===== config.mk =====
export PLATFORM = sky130hd
export DESIGN_NAME = ahb_lite_master
export DESIGN_NICKNAME = d
export VERILOG_FILES = /design/src/rtl/ahb_lite_master.sv
export SDC_FILE = /design/constraint.sdc
export NUM_CORES = 1
export LEC_CHECK = 0
export CAP_MARGIN = 20
export CORE_MARGIN = 5
export CORE_UTILIZATION = 45
export CTS_BUF_LIST = sky130_fd_sc_hd__clkbuf_8
export DETAILED_ROUTE_END_ITERATION = 10
export GPL_TIMING_DRIVEN = 1
export PLACE_DENSITY = 0.88
export SETUP_SLACK_MARGIN = 0.05
export SLEW_MARGIN = 20
export SYNTH_ARGS = -nofsm -noshare
export SYNTH_HDL_FRONTEND = slang
export SYNTH_SLANG_ARGS = --single-unit

===== constraint.sdc =====
create_clock -name HCLK -period 2.8 [get_ports HCLK]
set_clock_uncertainty 0.15 [all_clocks]
set_input_delay 0.56 -clock HCLK [delete_from_list [all_inputs] [get_ports HCLK]]
set_output_delay 0.56 -clock HCLK [all_outputs]
set_load 0.1 [all_outputs]

===== src/rtl/ahb_lite_master.sv =====
// AHB-Lite single-transfer initiator: core request/grant/response port to NONSEQ/SINGLE
// transfers, with address/data phase overlap, wait states and two-cycle ERROR replay.
`timescale 1ns/1ps

`ifndef AHB_BUS_WIDTH
`define AHB_BUS_WIDTH 32
`endif
`ifndef SIZE_B
`define SIZE_B  3'b000
`endif
`ifndef SIZE_HW
`define SIZE_HW 3'b001
`endif
`ifndef SIZE_W
`define SIZE_W  3'b010
`endif
`ifndef TRANS_IDLE
`define TRANS_IDLE 2'b00
`endif
`ifndef TRANS_NONESEQ
`define TRANS_NONESEQ 2'b10
`endif
`ifndef RESP_OKAY
`define RESP_OKAY  1'b0
`endif
`ifndef RESP_ERROR
`define RESP_ERROR 1'b1
`endif

module ahb_lite_master #(
   parameter logic [3:0] HPROT_VAL = 4'b0011
) (
   input  logic                      HCLK,
   input  logic                      HRST_N,
   // core side
   input  logic                      req_i,
   input  logic [`AHB_BUS_WIDTH-1:0] req_addr_i,
   input  logic                      req_we_i,
   input  logic [2:0]                req_size_i,
   input  logic [`AHB_BUS_WIDTH-1:0] req_wdata_i,
   output logic                      gnt_o,
   output logic                      rsp_valid_o,
   output logic [`AHB_BUS_WIDTH-1:0] rsp_rdata_o,
   output logic                      rsp_err_o,
   // AHB side
   output logic [`AHB_BUS_WIDTH-1:0] HADDR_o,
   output logic [1:0]                HTRANS_o,
   output logic [2:0]                HSIZE_o,
   output logic [2:0]                HBURST_o,
   output logic [3:0]                HPROT_o,
   output logic                      HWRITE_o,
   output logic [`AHB_BUS_WIDTH-1:0] HWDATA_o,
   input  logic [`AHB_BUS_WIDTH-1:0] HRDATA_i,
   input  logic                      HREADY_i,
   input  logic                      HRESP_i,
   // debug: 1 while in the second error cycle wait (ERR1)
   output logic                      fsm_state_o
);

   localparam int W = `AHB_BUS_WIDTH;

   // Handshake: a request is taken on any cycle where req_i and gnt_o are both high;
   // the core must hold the request stable until then. rsp_valid_o is a one-cycle
   // pulse with no back-pressure; responses return strictly in request order.

   typedef enum logic {
      ST_NORMAL = 1'b0,
      ST_ERR1   = 1'b1
   } state_t;

   state_t state_q, state_d;

   // slot A: HADDR_o/HWRITE_o/HSIZE_o hold its address-phase fields directly
   logic         a_valid_q;
   logic [W-1:0] a_wdata_q;
   // slot D
   logic         d_valid_q;
   logic         d_we_q;

   logic         err_state;
   logic         a_adv;
   logic         d_done;
   logic         err_entry;
   logic         a_valid_d;
   logic [1:0]   htrans_d;

   always_ff @(posedge HCLK or negedge HRST_N) begin
      if (!HRST_N) state_q <= ST_NORMAL;
      else         state_q <= state_d;
   end

   always_comb begin
      state_d   = state_q;
      err_state = 1'b0;
      gnt_o     = 1'b0;
      a_adv     = 1'b0;
      d_done    = 1'b0;
      err_entry = 1'b0;
      a_valid_d = a_valid_q;
      htrans_d  = `TRANS_IDLE;

      err_state = (state_q == ST_ERR1);
      gnt_o     = req_i & HRST_N & (!a_valid_q | HREADY_i) & !err_state;
      a_adv     = a_valid_q & HREADY_i & !err_state;
      d_done    = d_valid_q & HREADY_i;
      err_entry = !err_state & d_valid_q & (HRESP_i == `RESP_ERROR) & !HREADY_i;

      if (gnt_o)      a_valid_d = 1'b1;
      else if (a_adv) a_valid_d = 1'b0;

      // IDLE is driven into the second error cycle; a retained slot A is replayed after it
      if (err_entry || (err_state && !HREADY_i)) htrans_d = `TRANS_IDLE;
      else if (a_valid_d)                        htrans_d = `TRANS_NONESEQ;
      else                                       htrans_d = `TRANS_IDLE;

      case (state_q)
         ST_NORMAL: if (err_entry) state_d = ST_ERR1;
         ST_ERR1:   if (HREADY_i)  state_d = ST_NORMAL;
         default:                  state_d = ST_NORMAL;
      endcase
   end

   always_ff @(posedge HCLK or negedge HRST_N) begin
      if (!HRST_N) begin
         a_valid_q <= 1'b0;
         a_wdata_q <= '0;
         HADDR_o   <= '0;
         HWRITE_o  <= 1'b0;
         HSIZE_o   <= 3'b000;
         HTRANS_o  <= `TRANS_IDLE;
      end else begin
         a_valid_q <= a_valid_d;
         HTRANS_o  <= htrans_d;
         if (gnt_o) begin
            HADDR_o   <= req_addr_i;
            HWRITE_o  <= req_we_i;
            HSIZE_o   <= req_size_i;
            a_wdata_q <= req_wdata_i;
         end
      end
   end

   always_ff @(posedge HCLK or negedge HRST_N) begin
      if (!HRST_N) begin
         d_valid_q <= 1'b0;
         d_we_q    <= 1'b0;
         HWDATA_o  <= '0;
      end else if (a_adv) begin
         d_valid_q <= 1'b1;
         d_we_q    <= HWRITE_o;
         HWDATA_o  <= a_wdata_q;
      end else if (d_done) begin
         d_valid_q <= 1'b0;
      end
   end

   always_ff @(posedge HCLK or negedge HRST_N) begin
      if (!HRST_N) begin
         rsp_valid_o <= 1'b0;
         rsp_err_o   <= 1'b0;
         rsp_rdata_o <= '0;
      end else begin
         rsp_valid_o <= d_done;
         rsp_err_o   <= d_done & (HRESP_i == `RESP_ERROR);
         rsp_rdata_o <= (d_done && !d_we_q) ? HRDATA_i : '0;
      end
   end

   assign HBURST_o    = 3'b000;
   assign HPROT_o     = HPROT_VAL;
   assign fsm_state_o = (state_q == ST_ERR1);

endmodule


==> impl_metrics.tcl, run 1 <==
set metrics [dict create \
    status "completed" \
    crit_path_top_delay_cell "clkdlybuf4s50_1" \
    hpwlAfterDp_mm 8.53 \
    drv_slew 0 \
    syn2layout_area_growth_pct 46.6 \
    grt_pass1_vias 3608 \
    cts_buffers 17 \
    final_cell_area_um2 7450 \
    whs_ps 132 \
    ioPinCount 218 \
    core_area_um2 10900 \
    grt.total_usage_pct 17.7 \
    syn-cell-area_um2 5080 \
    synth_warnings 0 \
    htree_num_levels 4 \
    cts.sinks 139 \
    worstPathMaxFanout 8 \
    critPathMaxStageDelay_ps 500 \
    ys_seq_area_share_pct 68.5 \
    dr.pass1.iters 5 \
    cp.arrival_ps 1800 \
    fp.dieW_um 116 \
    num_antenna_cells 0 \
    synth_cell_types 19 \
    fmax_ghz 0.398 \
    period_needed_ps 2510 \
    grt_pass1_wl_mm 18.2 \
    synth_cells 309 \
    critical_path.cell_chain "clkdlybuf4s50_1 > nor2b_1 > nor3_4 > buf_12" \
    hold_violations 0 \
    cts_hold_buf 0 \
    detail-route-antenna-nets 0 \
    ys_seq_elements 139 \
    die_h_um 116 \
    hold_path_class "in2async" \
    cp_top_family "buffers and inverters" \
    cts_resized 0 \
    layout_common_cells "dfrtp_1 (139), buf_4 (108), clkdlybuf4s50_1 (103), mux2_2 (101), and2_1 (34)" \
    dr_total_vias 3219 \
    grt_overflow_total 0 \
    rows 38 \
    maxSlewHeadroom_pct 53.1 \
    required_ps 2090 \
    gp_congestion 0.707 \
    placedInstanceArea_um2 7050 \
    die_area_um2 13500 \
    postCtsSetupBuffers 0 \
    worst_slew_pin_slew_ps 704 \
    initial_core_util_pct 46.5 \
    cts_buffer_depth 2 \
    post-route-period-util_pct 89.7 \
    layout.nets 634 \
    first_iter_violations 142 \
    drt-total-wl_mm 11.5 \
    cts-root-buf "clkbuf_8" \
    setup_viol 0 \
    antenna_found_initial 0 \
    drive_gt1_share_pct 45.5 \
    finalSetupTns_ps 0 \
    numPortBuffers 209 \
    drc 0 \
    drv_cap 0 \
    place_inst 650 \
    crit_type "in2out" \
    crit_path_end_kind "output pin" \
    layout_commonest_cell "dfrtp_1" \
    grt_setup_unrepaired "false" \
    syn_area_per_cell_um2 16.4 \
    wire_per_inst_um 16.9 \
    cts.clk_slew.worst_paths_ps 70 \
    grt_start_max_net_pins 140 \
    start_kind "primary input" \
    fin_cells 681 \
    worst-path-buf-inv 2 \
    avgViaCountPerCell 4.73 \
    clkLatencyLatePin_ps 410 \
    cts_tree "built" \
]
cell usage after synthesis:
| master | n | area (um^2) |
|---|---|---|
| nand2_1 | 1 | 3.75 |
| dfrtp_1 | 139 | 3480 |
| nor2_1 | 1 | 3.75 |
| nand3b_1 | 1 | 7.51 |
| inv_1 | 1 | 3.75 |
| and2_1 | 34 | 213 |
| mux2_2 | 101 | 1140 |
| and3_1 | 1 | 6.26 |
| or2_2 | 1 | 6.26 |
| o21ai_0 | 1 | 5.00 |
| buf_4 | 8 | 60.1 |
| a21oi_1 | 1 | 5.00 |
| clkbuf_1 | 3 | 11.3 |
| o22a_1 | 1 | 8.76 |
| nor3_4 | 1 | 16.3 |
| buf_6 | 7 | 78.8 |
| nor2b_1 | 2 | 12.5 |
| buf_2 | 3 | 15.0 |
| conb_1 | 2 | 7.51 |
stage by stage:
stage,util (%),setup slack [ps]
3_5_place_dp,64.4,264
4_1_cts,68.1,273
6_report,68.1,287
3_3_place_gp,64.4,298
2_1_floorplan,-,475
5_1_grt,68.1,216
layer usage:
metal | wire length, um | up-vias | global-route usage [%] | part of all wire (%)
met5 | 0 | - | 0 | 0
met4 | 172 | 0 | 6.34 | 1.5
met3 | 1070 | 14 | 7.15 | 9.3
met2 | 5920 | 142 | 30.2 | 51
met1 | 4350 | 1594 | 20.2 | 38
li1 | - | 1469 | - | -
sequential cells by signal (all words and copies together), names as in the netlist:
name,flops
rsp_rdata_o,32
a_wdata_q,32
HWDATA_o,32
d_we_q,1
HADDR_o,32
fsm_state_o,1
HWRITE_o,1
a_valid_q,1
rsp_err_o,1
HSIZE_o,3
HTRANS_o,1
rsp_valid_o,1
d_valid_q,1
logic make-up (layout without fill, tap and decap cells):
kind of cell           count (synthesis)  after routing  synth area share (%)
multiplexers                         101            101                  22.4
AO/OA/AOI/OAI                          3              3                 0.369
other                                  2              8                 0.148
AND/OR/NAND/NOR                       42             42                  5.30
flip-flops                           139            139                  68.5
buffers and inverters                 22            248                  3.33
area by class of cell:
cell class	count	area, um^2
fillers	759	3490
flip-flops and latches	139	3480
repair buffers	216	1930
multi-input cells	154	1460
clock buffers	18	248
well taps	140	175
clock inverters	13	153
inverters	1	3.75
path summary, 6_finish.rpt:
check                                           from                   endpoint  slack [ps]  depth (start not counted)
max                                         HREADY_i                      gnt_o         290                          4
min                                           HRST_N    HWDATA_o[3]$_DFFE_PN0P_         130                          2
max reg2reg                      a_valid_q$_DFF_PN0_    HADDR_o[28]$_DFFE_PN0P_         880                          4
min reg2reg                a_wdata_q[27]$_DFFE_PN0P_   HWDATA_o[27]$_DFFE_PN0P_         350                          1
max in group asynchronous                     HRST_N  a_wdata_q[27]$_DFFE_PN0P_        1870                          2
min in group HCLK          a_wdata_q[27]$_DFFE_PN0P_   HWDATA_o[27]$_DFFE_PN0P_         350                          1
Power of run 1 is not shown: default switching activity piles up to over one toggle a cycle in this logic, so the estimate is an artifact.
==> inputs of run 2 (changes only) <==
Settings changed: CORE_UTILIZATION 45 to 44, PLACE_DENSITY 0.88 to 0.87.
Clock period 2.8 ns to 2.65 ns, I/O delays scaled along.
==> run 2 against run 1 <==
Compared with the run above: critical path depth is the same; register-to-register slack lost 80 ps; sequential share of layout area grew 0.13 points; setup slack gained 38 ps; non-clock buffer count shrank 1; via count grew 0.56%; first-iteration DRC count shrank 42%; critical path type unchanged; cell area shrank 0.27%; die area grew 2.1%; routed wire length grew 0.14%; global-route usage shrank 0.45 points.
==> impl_metrics.tcl, run 2 (synthesis results as in run 1) <==
set metrics [dict create \
    status "completed" \
    die_area_um2 13800 \
    ioPinCount 218 \
    finalSetupTns_ps 0 \
    drt-total-wl_mm 11.5 \
    wire_per_inst_um 16.9 \
    cts_tree "built" \
    avgViaCountPerCell 4.74 \
    fp.dieW_um 117 \
    drv_slew 0 \
    drive_gt1_share_pct 44.6 \
    cts_resized 0 \
    syn2layout_area_growth_pct 46.2 \
    post-route-period-util_pct 87.7 \
    hold_path_class "in2async" \
    period_needed_ps 2330 \
    worst_slack_ps 325 \
    worst_slew_pin_slew_ps 701 \
    num_antenna_cells 0 \
    first_iter_violations 82 \
    place_inst 652 \
    die_h_um 117 \
    cts.clk_slew.worst_paths_ps 70 \
    cts-root-buf "clkbuf_8" \
    initial_core_util_pct 44.7 \
    fin_cells 683 \
    cts.sinks 139 \
    numPortBuffers 209 \
    grt.total_usage_pct 17.3 \
    clkLatencyLatePin_ps 430 \
    fmax_ghz 0.430 \
    postCtsSetupBuffers 0 \
    crit_path_end_kind "output pin" \
    core_area_um2 11400 \
    htree_num_levels 4 \
    drv_cap 0 \
    worstPathMaxFanout 3 \
    start_kind "primary input" \
    place_ws_ps 279 \
    nFillCells 827 \
    grt_pass1_vias 3770 \
    antenna_found_initial 0 \
    gp_congestion 0.719 \
    setup_viol 0 \
    drc 0 \
    dr_total_vias 3237 \
    maxSlewHeadroom_pct 53.3 \
    hpwlAfterDp_mm 8.34 \
    grt_start_max_net_pins 140 \
    grt_setup_unrepaired "false" \
    cts_buffer_depth 2 \
    cts_buffers 17 \
    detail-route-antenna-nets 0 \
    layout_common_cells "dfrtp_1 (139), buf_4 (106), clkdlybuf4s50_1 (103), mux2_2 (101), and2_1 (34)" \
    grt_pass1_wl_mm 19.0 \
    rows 39 \
    hold_violations 0 \
    grt_overflow_total 0 \
    layout.nets 633 \
    cts_hold_buf 0 \
    layout_commonest_cell "dfrtp_1" \
    required_ps 1970 \
    cp.arrival_ps 1650 \
    crit_type "in2out" \
    dr.pass1.iters 3 \
]
## run 2: stage by stage
stage	util (%)	hold WS [ps]	cell area [um^2]
5_1_grt	65.3	109	7430
3_5_place_dp	62.0	342	7050
2_1_floorplan	-	84.4	5100
4_1_cts	65.3	102	7430
3_3_place_gp	62.0	332	7050
6_report	65.3	96.2	7430
## run 2: routing by layer
metal	vias to the layer above	part of all wire, %	GRT usage (%)
li1	1460	-	-
met1	1592	39	19.4
met2	158	49	28.1
met3	27	10	7.93
met4	0	2.2	7.74
met5	-	0	0
## run 2: worst paths after layout
check,startpoint,end,slack [ps],cells after the start
min in group HCLK,a_wdata_q[0]$_DFFE_PN0P_,a_wdata_q[0]$_DFFE_PN0P_,350,1
max in group asynchronous,HRST_N,HWDATA_o[29]$_DFFE_PN0P_,1760,2
min,HRST_N,d_we_q$_DFFE_PN0P_,100,2
max,HREADY_i,gnt_o,320,4
max reg2reg,a_valid_q$_DFF_PN0_,HADDR_o[20]$_DFFE_PN0P_,800,4
min reg2reg,a_wdata_q[0]$_DFFE_PN0P_,a_wdata_q[0]$_DFFE_PN0P_,350,1
## run 2: final cells by class
cell class / instances / area, um^2 / share of cell area, %
repair buffers: 215 / 1940 / 26.1
clock buffers: 19 / 262 / 3.52
multi-input cells: 154 / 1460 / 19.6
well taps: 143 / 179 / 2.41
inverters: 1 / 3.75 / 0.0505
flip-flops and latches: 139 / 3480 / 46.8
clock inverters: 12 / 110 / 1.48
## run 2: worst max-delay path, cell delays in order
cell             delay [ps]
clkdlybuf4s50_1         480
nor2b_1                  70
nor3_4                  330
buf_12                  220
Power of run 2 is left out for the same reason.
